**config.mk**
```make
export PLATFORM = sky130hd
export DESIGN_NAME = mux_sel_key_ctrl
export DESIGN_NICKNAME = d
export VERILOG_FILES = /design/src/rtl/mux_sel_key_ctrl.sv
export SDC_FILE = /design/constraint.sdc
export NUM_CORES = 1
export LEC_CHECK = 0
export CORE_MARGIN = 8
export CORE_UTILIZATION = 53
export CTS_BUF_LIST = sky130_fd_sc_hd__clkbuf_16
export CTS_CLUSTER_DIAMETER = 150
export CTS_CLUSTER_SIZE = 20
export DETAILED_ROUTE_END_ITERATION = 6
export GPL_TIMING_DRIVEN = 0
export PLACE_DENSITY = 0.72
export REMOVE_ABC_BUFFERS = 1
export SETUP_SLACK_MARGIN = 0.02
export SKIP_LAST_GASP = 1
export SLEW_MARGIN = 20
export SYNTH_ARGS = -nofsm -noshare
export SYNTH_HDL_FRONTEND = slang
export SYNTH_SLANG_ARGS = --single-unit
```
**constraint.sdc**
```tcl
create_clock -name sys_clk -period 3.3 [get_ports sys_clk]
set_input_delay 0.66 -clock sys_clk [delete_from_list [all_inputs] [get_ports sys_clk]]
set_output_delay 0.66 -clock sys_clk [all_outputs]
set_load 0.02 [all_outputs]
```
**src/rtl/mux_sel_key_ctrl.sv**
```systemverilog
// Push-button front end for mux2_1: synchronises a bouncing key, debounces press and
// release, and toggles sel once per confirmed press with a one-cycle key_flag strobe.
module mux_sel_key_ctrl #(
    parameter int unsigned CNT_MAX        = 20'd999_999,
    parameter bit          KEY_ACTIVE_LOW = 1'b1,
    parameter bit          SEL_INIT       = 1'b0
) (
    input  logic sys_clk,
    input  logic sys_rst,
    input  logic key_in,
    output logic sel,
    output logic key_flag,
    output logic key_state
);

    localparam int CNT_W = (CNT_MAX > 0) ? $clog2(CNT_MAX + 1) : 1;
    localparam logic [CNT_W-1:0] CNT_TOP = CNT_W'(CNT_MAX);
    localparam logic KEY_REL = KEY_ACTIVE_LOW;

    typedef enum logic [1:0] {IDLE, PRESS_FILT, PRESSED, REL_FILT} state_t;

    state_t           state;
    logic [CNT_W-1:0] cnt;
    logic [1:0]       key_sync;
    logic             key_s;
    logic             p;

    assign key_s = key_sync[1];
    assign p     = key_s ^ KEY_ACTIVE_LOW;

    // Reset loads the released level so a held key is seen as a fresh press afterwards.
    always_ff @(posedge sys_clk) begin
        if (sys_rst) key_sync <= {2{KEY_REL}};
        else         key_sync <= {key_sync[0], key_in};
    end

    always_ff @(posedge sys_clk) begin
        if (sys_rst) begin
            state     <= IDLE;
            cnt       <= '0;
            sel       <= SEL_INIT;
            key_flag  <= 1'b0;
            key_state <= 1'b0;
        end else begin
            key_flag <= 1'b0;
            case (state)
                IDLE: begin
                    if (p) begin
                        state <= PRESS_FILT;
                        cnt   <= CNT_W'(1);
                    end else begin
                        cnt   <= '0;
                    end
                end
                PRESS_FILT: begin
                    if (!p) begin
                        state <= IDLE;
                        cnt   <= '0;
                    end else if (cnt == CNT_TOP) begin
                        state     <= PRESSED;
                        cnt       <= '0;
                        key_flag  <= 1'b1;
                        sel       <= ~sel;
                        key_state <= 1'b1;
                    end else begin
                        cnt <= cnt + 1'b1;
                    end
                end
                PRESSED: begin
                    if (!p) begin
                        state <= REL_FILT;
                        cnt   <= CNT_W'(1);
                    end
                end
                REL_FILT: begin
                    // A pressed sample here is release bounce: fall back without a new flag.
                    if (p) begin
                        state <= PRESSED;
                        cnt   <= '0;
                    end else if (cnt == CNT_TOP) begin
                        state     <= IDLE;
                        cnt       <= '0;
                        key_state <= 1'b0;
                    end else begin
                        cnt <= cnt + 1'b1;
                    end
                end
                default: begin
                    state     <= IDLE;
                    cnt       <= '0;
                    key_state <= 1'b0;
                end
            endcase
        end
    end

endmodule

```
==> impl_metrics.tcl, run 1 <==
set metrics [dict create \
    max_stage_delay_ns 0.89 \
    initial_utilization_pct 56.7 \
    drtIter0Drc 62 \
    yosysSeqAreaShare_pct 38.1 \
    setup_tns_ns 0 \
    grt_max_degree 26 \
    multi_input_area_um2 820 \
    seq_area_um2 541 \
    vias_per_cell 6.19 \
    power.density_nw_per_um2 408 \
    power.leakage_nw 0.531 \
    track_usage_pct 14.2 \
    synth_cells 160 \
    rsz0062_at_grt "false" \
    power_switching_mw 0.128 \
    hold_viol 0 \
    holdCritPathClass "reg -> reg" \
    crit_slowest_cell "a211oi_4" \
    cts_tree "done" \
    ys_ff_latch 27 \
    period_minus_slack_ns 2.48 \
    pwr-share-comb_pct 2.6 \
    drv_cap 0 \
    tightest_slew_ns 0.918 \
    synth_ff_type "dfxtp_1" \
    die_x_um 67.7 \
    path_buf_inv 1 \
    post_cts_resized 0 \
    arrival_ns 2.67 \
    synthArstFlopShare_pct 0 \
    fp.coreArea_um2 2500 \
    crit_family "compound AO/OA/AOI/OAI gates" \
    worstPathCellList "clkdlybuf4s50_1 > a211oi_4 > o21ai_0 > a31oi_1" \
    grt_pass1_wl_um 5040 \
    p_total_mw 0.630 \
    root_buffer "clkbuf_16" \
    crit_path_end_kind "flop" \
    pre_cts_ws_ns 0.562 \
    grt_use_met1_pct 18.3 \
    critPathRequiredTime_ns 3.49 \
    io_buffer_count 5 \
    grt_util_met2_pct 22.2 \
    power_frac_seq_pct 52.6 \
    syn_avg_cell_area_um2 8.86 \
    first_pass_iters 4 \
    global_route.usage.met3_pct 3.64 \
    yosys_warnings 0 \
    antenna_left 0 \
    post-route-period-util_pct 75.2 \
    final_max_slew_viol_count 0 \
    holdBufCountCts 0 \
    swShare_pct 20.4 \
    max_freq_mhz 403 \
    synth-edff-count 0 \
    postRouteWirelength_um 2840 \
    syn-cell-area_um2 1420 \
    drive_above_1_share_pct 11.2 \
    clock-sinks 27 \
    clk_latency_ns 0.26 \
    synth_cell_types 49 \
    grt_pass1_vias 1121 \
    globalRoute.totalOverflow 0 \
    final_util_pct 61.7 \
    layout_setup_ws_ns 0.820 \
    numCtsBuffers 3 \
    clk_pin_slew_worst_paths_ns 0.07 \
    vias 1182 \
    ir_worst_vdd_uv 375 \
    critPathKind "in -> reg" \
    hold_ws_ns 0.411 \
    setup_violations 0 \
    relSlewSlack_pct 38.6 \
    crit_path_start_kind "input port" \
    nNetsFinal 166 \
    crit_fanout 25 \
    diodes 0 \
    cts_max_path_buffers 2 \
    area_growth_pct 8.74 \
    die_y_um 67.7 \
    routedWlPerCell_um 14.9 \
    fillerInstances 221 \
    place_hpwl_um 1980 \
    pwr-share-clk_pct 44.9 \
    drcViolationCount 0 \
    grt_antenna_before_repair 0 \
    status "completed" \
    gp_routability_congestion 0.815 \
    dieArea_um2 4590 \
    post_cts.repair.setup_buffers 0 \
    std_cell_rows 18 \
    busiest_layer "met2" \
    fin_skew_ns 0.00562 \
    p_int_mw 0.501 \
    ioPinCount 6 \
    h-tree-depth 1 \
]
-- path summary, 6_finish.rpt --
path | from | to | depth (start not counted) | slack [ns]
setup / recovery | sys_rst | cnt[15] | 4 | 0.82
setup reg to reg | cnt[0] | cnt[15] | 6 | 1.12
hold / removal | key_sync[0] | key_sync[1] | 1 | 0.41
hold reg to reg | key_sync[0] | key_sync[1] | 1 | 0.41
-- sequential cells by signal, indices dropped and copies added (netlist names), named ones only --
signal     flops
key_state      1
sel            1
state          1
key_sync       2
cnt           20
key_flag       1
-- final cells by class --
| class | count | share of cell area (%) |
|---|---|---|
| Clock inverter | 1 | 0.487 |
| Tap cell | 30 | 2.44 |
| Multi-Input combinational cell | 122 | 53.2 |
| Clock buffer | 3 | 4.87 |
| Inverter | 3 | 0.731 |
| Sequential cell | 27 | 35.1 |
| Timing Repair Buffer | 5 | 3.25 |
-- worst register-to-register path: cells and delay by family (launching register included) --
family | cells | cell delay [ns]
AO/OA/AOI/OAI | 3 | 1.22
AND/OR/NAND/NOR | 2 | 0.27
adder cells (fa/ha/maj) | 1 | 0.28
flip-flops | 1 | 0.35
-- power groups by stage --
stage               Combinational (mW)  Clock, mW  Sequential (mW)
finish                          0.0162      0.282            0.331
global placement                0.0160          0            0.338
CTS                             0.0164      0.286            0.331
floorplan                      0.00663          0            0.340
detailed placement              0.0163          0            0.339
global route                    0.0178      0.298            0.331
-- metrics by stage --
stage,cells,cell area (um2)
global placement,187,1460
finish,191,1540
floorplan,152,1370
detailed placement,187,1460
global route,191,1540
CTS,191,1540
-- kinds of logic after synthesis --
group                    Yosys count  synth area share, %
AO/OA/AOI/OAI                     42                 19.6
AND/OR/NAND/NOR                   74                 34.0
flip-flops                        27                 38.1
multiplexers                       3                 2.12
XOR/XNOR                           2                 1.24
buffers and inverters             11                 4.06
adder cells (fa/ha/maj)            1                0.882
-- metal layers --
metal,vias up,share of wire [%]
met3,2,3.1
met2,17,47
met4,0,0.95
met1,562,49
met5,-,0
li1,601,-
-- cell usage in the layout (no fill, tap or decap), types with 2 or more instances in the layout --
| cell type | synthesis | final |
|---|---|---|
| nand4b_1 | 2 | 2 |
| a22oi_1 | 3 | 3 |
| xnor2_1 | 2 | 2 |
| o21ai_0 | 8 | 8 |
| mux2i_1 | 3 | 3 |
| nor3_1 | 4 | 4 |
| clkdlybuf4s50_1 | 0 | 5 |
| nand2_1 | 10 | 10 |
| inv_1 | 3 | 3 |
| dfxtp_1 | 27 | 27 |
| a21o_1 | 2 | 2 |
| or3_1 | 3 | 3 |
| and4_4 | 2 | 2 |
| a31oi_1 | 6 | 6 |
| a21oi_1 | 13 | 13 |
| nand3_1 | 9 | 9 |
| or2_2 | 3 | 3 |
| a41oi_1 | 3 | 3 |
| nand4_1 | 5 | 5 |
| nor2_1 | 15 | 15 |
| nand3b_1 | 2 | 2 |
| clkbuf_16 | 0 | 3 |
| nand2b_1 | 3 | 3 |
-- cell usage after synthesis, types with 2 or more instances --
| library cell | number | area share [%] |
|---|---|---|
| a21oi_1 | 13 | 4.6 |
| nand3_1 | 9 | 3.2 |
| xnor2_1 | 2 | 1.2 |
| clkbuf_1 | 2 | 0.53 |
| nand4_1 | 5 | 2.2 |
| nand2b_1 | 3 | 1.3 |
| a41oi_1 | 3 | 1.9 |
| nor3_1 | 4 | 1.4 |
| buf_2 | 4 | 1.4 |
| and4_4 | 2 | 1.6 |
| or2_2 | 3 | 1.3 |
| nand4b_1 | 2 | 1.2 |
| a21o_1 | 2 | 1.1 |
| o21ai_0 | 8 | 2.8 |
| nand2_1 | 10 | 2.6 |
| or3_1 | 3 | 1.3 |
| nand3b_1 | 2 | 1.1 |
| nor2_1 | 15 | 4.0 |
| inv_1 | 3 | 0.79 |
| a22oi_1 | 3 | 1.6 |
| dfxtp_1 | 27 | 38 |
| mux2i_1 | 3 | 2.1 |
| a31oi_1 | 6 | 2.6 |
Power figures use the tool's default switching activity.
==> run 2: changes to the inputs <==
==> constraint.sdc (replaced) <==
create_clock -name sys_clk -period 2.31 [get_ports sys_clk]
set_input_delay 0.462 -clock sys_clk [delete_from_list [all_inputs] [get_ports sys_clk]]
set_output_delay 0.462 -clock sys_clk [all_outputs]
set_load 0.02 [all_outputs]
==> impl_metrics.tcl, run 2 (synthesis gave the netlist of run 1 again) <==
set metrics [dict create \
    status "completed" \
    drv_cap 0 \
    most-common-layout-cells "dfxtp_1, nor2_1, a21oi_1, nand2_1, nand3_1" \
    grt_max_degree 26 \
    hold_viol 0 \
    area_growth_pct 9.62 \
    post_cts_resized 0 \
    ir_worst_vdd_uv 532 \
    crit_path_end_kind "flop" \
    cts_max_path_buffers 2 \
    drcViolationCount 0 \
    final_max_slew_viol_count 0 \
    arrival_ns 2.32 \
    clock-sinks 27 \
    top_regs "cnt: 20 flops, key_sync: 2 flops" \
    gp_routability_congestion 0.815 \
    pre_cts_ws_ns -0.230 \
    rsz0062_at_grt "false" \
    post-route-period-util_pct 91.9 \
    vias 1216 \
    max_freq_mhz 471 \
    vias_per_cell 6.33 \
    final_common_cell "dfxtp_1" \
    std_cell_rows 18 \
    grt_antenna_before_repair 0 \
    layout_setup_ws_ns 0.187 \
    die_x_um 67.7 \
    globalRoute.totalOverflow 0 \
    crit_path_start_kind "input port" \
    die_y_um 67.7 \
    crit_fanout 18 \
    fillerInstances 215 \
    critPathKind "in -> reg" \
    initial_utilization_pct 56.7 \
    track_usage_pct 14.2 \
    clk_latency_ns 0.26 \
    relSlewSlack_pct 43.6 \
    power.density_nw_per_um2 579 \
    grt_pass1_vias 1121 \
    power.leakage_nw 0.532 \
    nNetsFinal 167 \
    reg2reg_setup_slack_ns 0.21 \
    stdcell_count 192 \
    antenna_left 0 \
    period_minus_slack_ns 2.12 \
    diodes 0 \
    largest-register "cnt" \
    setup_violations 0 \
    h-tree-depth 1 \
    clk_pin_slew_worst_paths_ns 0.07 \
    root_buffer "clkbuf_16" \
    tightest_slew_ns 0.844 \
    cts_tree "done" \
    holdBufCountCts 0 \
    p_total_mw 0.900 \
    ioPinCount 6 \
    place_hpwl_um 1980 \
    largest_reg_flops 20 \
    grt_pass1_wl_um 5040 \
    post_cts.repair.setup_buffers 0 \
    critPathRequiredTime_ns 2.50 \
    routedWlPerCell_um 15.5 \
    drive_above_1_share_pct 11.7 \
    dieArea_um2 4590 \
    setup_tns_ns 0 \
    drtIter0Drc 56 \
    holdCritPathClass "reg -> reg" \
    io_buffer_count 5 \
    fp.coreArea_um2 2500 \
    fin_skew_ns 0.00807 \
    postRouteWirelength_um 2980 \
    place_inst 187 \
    numCtsBuffers 3 \
    first_pass_iters 4 \
]
==> run 2: cell types whose count changed in the layout (fill, tap and decap cells not counted), sizes merged <==
cell    previous run  this run
a211oi             1         2
==> run 2: critical path, stage by stage <==
cell	delay, ns
clkdlybuf4s50_1	0.72
a211oi_2	0.81
a21oi_1	0.15
a31oi_1	0.16
==> run 2: final timing paths <==
path | startpoint | endpoint | cells past startpoint
worst min register to register | key_sync[0] | key_sync[1] | 1
worst min-delay path | key_sync[0] | key_sync[1] | 1
worst max register to register | cnt[0] | cnt[13] | 6
worst max-delay path | sys_rst | cnt[2] | 4
==> run 2: area by class of cell <==
class	instances	area [um2]	area share, %
clock buffer	3	75.1	4.83
clock inverter	1	7.51	0.483
inverter	3	11.3	0.725
multi-input combinational	123	832	53.5
sequential	27	541	34.8
tap	30	37.5	2.42
timing repair buffer	5	50.0	3.22
==> run 2: metrics by stage <==
stage | instance area (um2) | utilization (%) | hold slack [ns]
global route | 1550 | 62.2 | 0.430
floorplan | 1370 | - | 0.389
finish | 1550 | 62.2 | 0.414
detailed placement | 1460 | 58.4 | 0.397
global placement | 1460 | 58.4 | 0.396
CTS | 1540 | 61.7 | 0.414
==> run 2: per-layer routing <==
layer | part of all wire (%) | global-route usage [%]
met5 | 0 | 0
met4 | 1.2 | 4.96
met3 | 5.2 | 3.64
met2 | 47 | 22.2
met1 | 47 | 18.3
==> run 2: power breakdown <==
| group | internal, mW | total, mW | switching (mW) |
|---|---|---|---|
| Clock | 0.235 | 0.404 | 0.168 |
| Combinational | 0.0115 | 0.0237 | 0.0122 |
| Sequential | 0.469 | 0.473 | 0.00349 |
| Total | 0.716 | 0.900 | 0.184 |
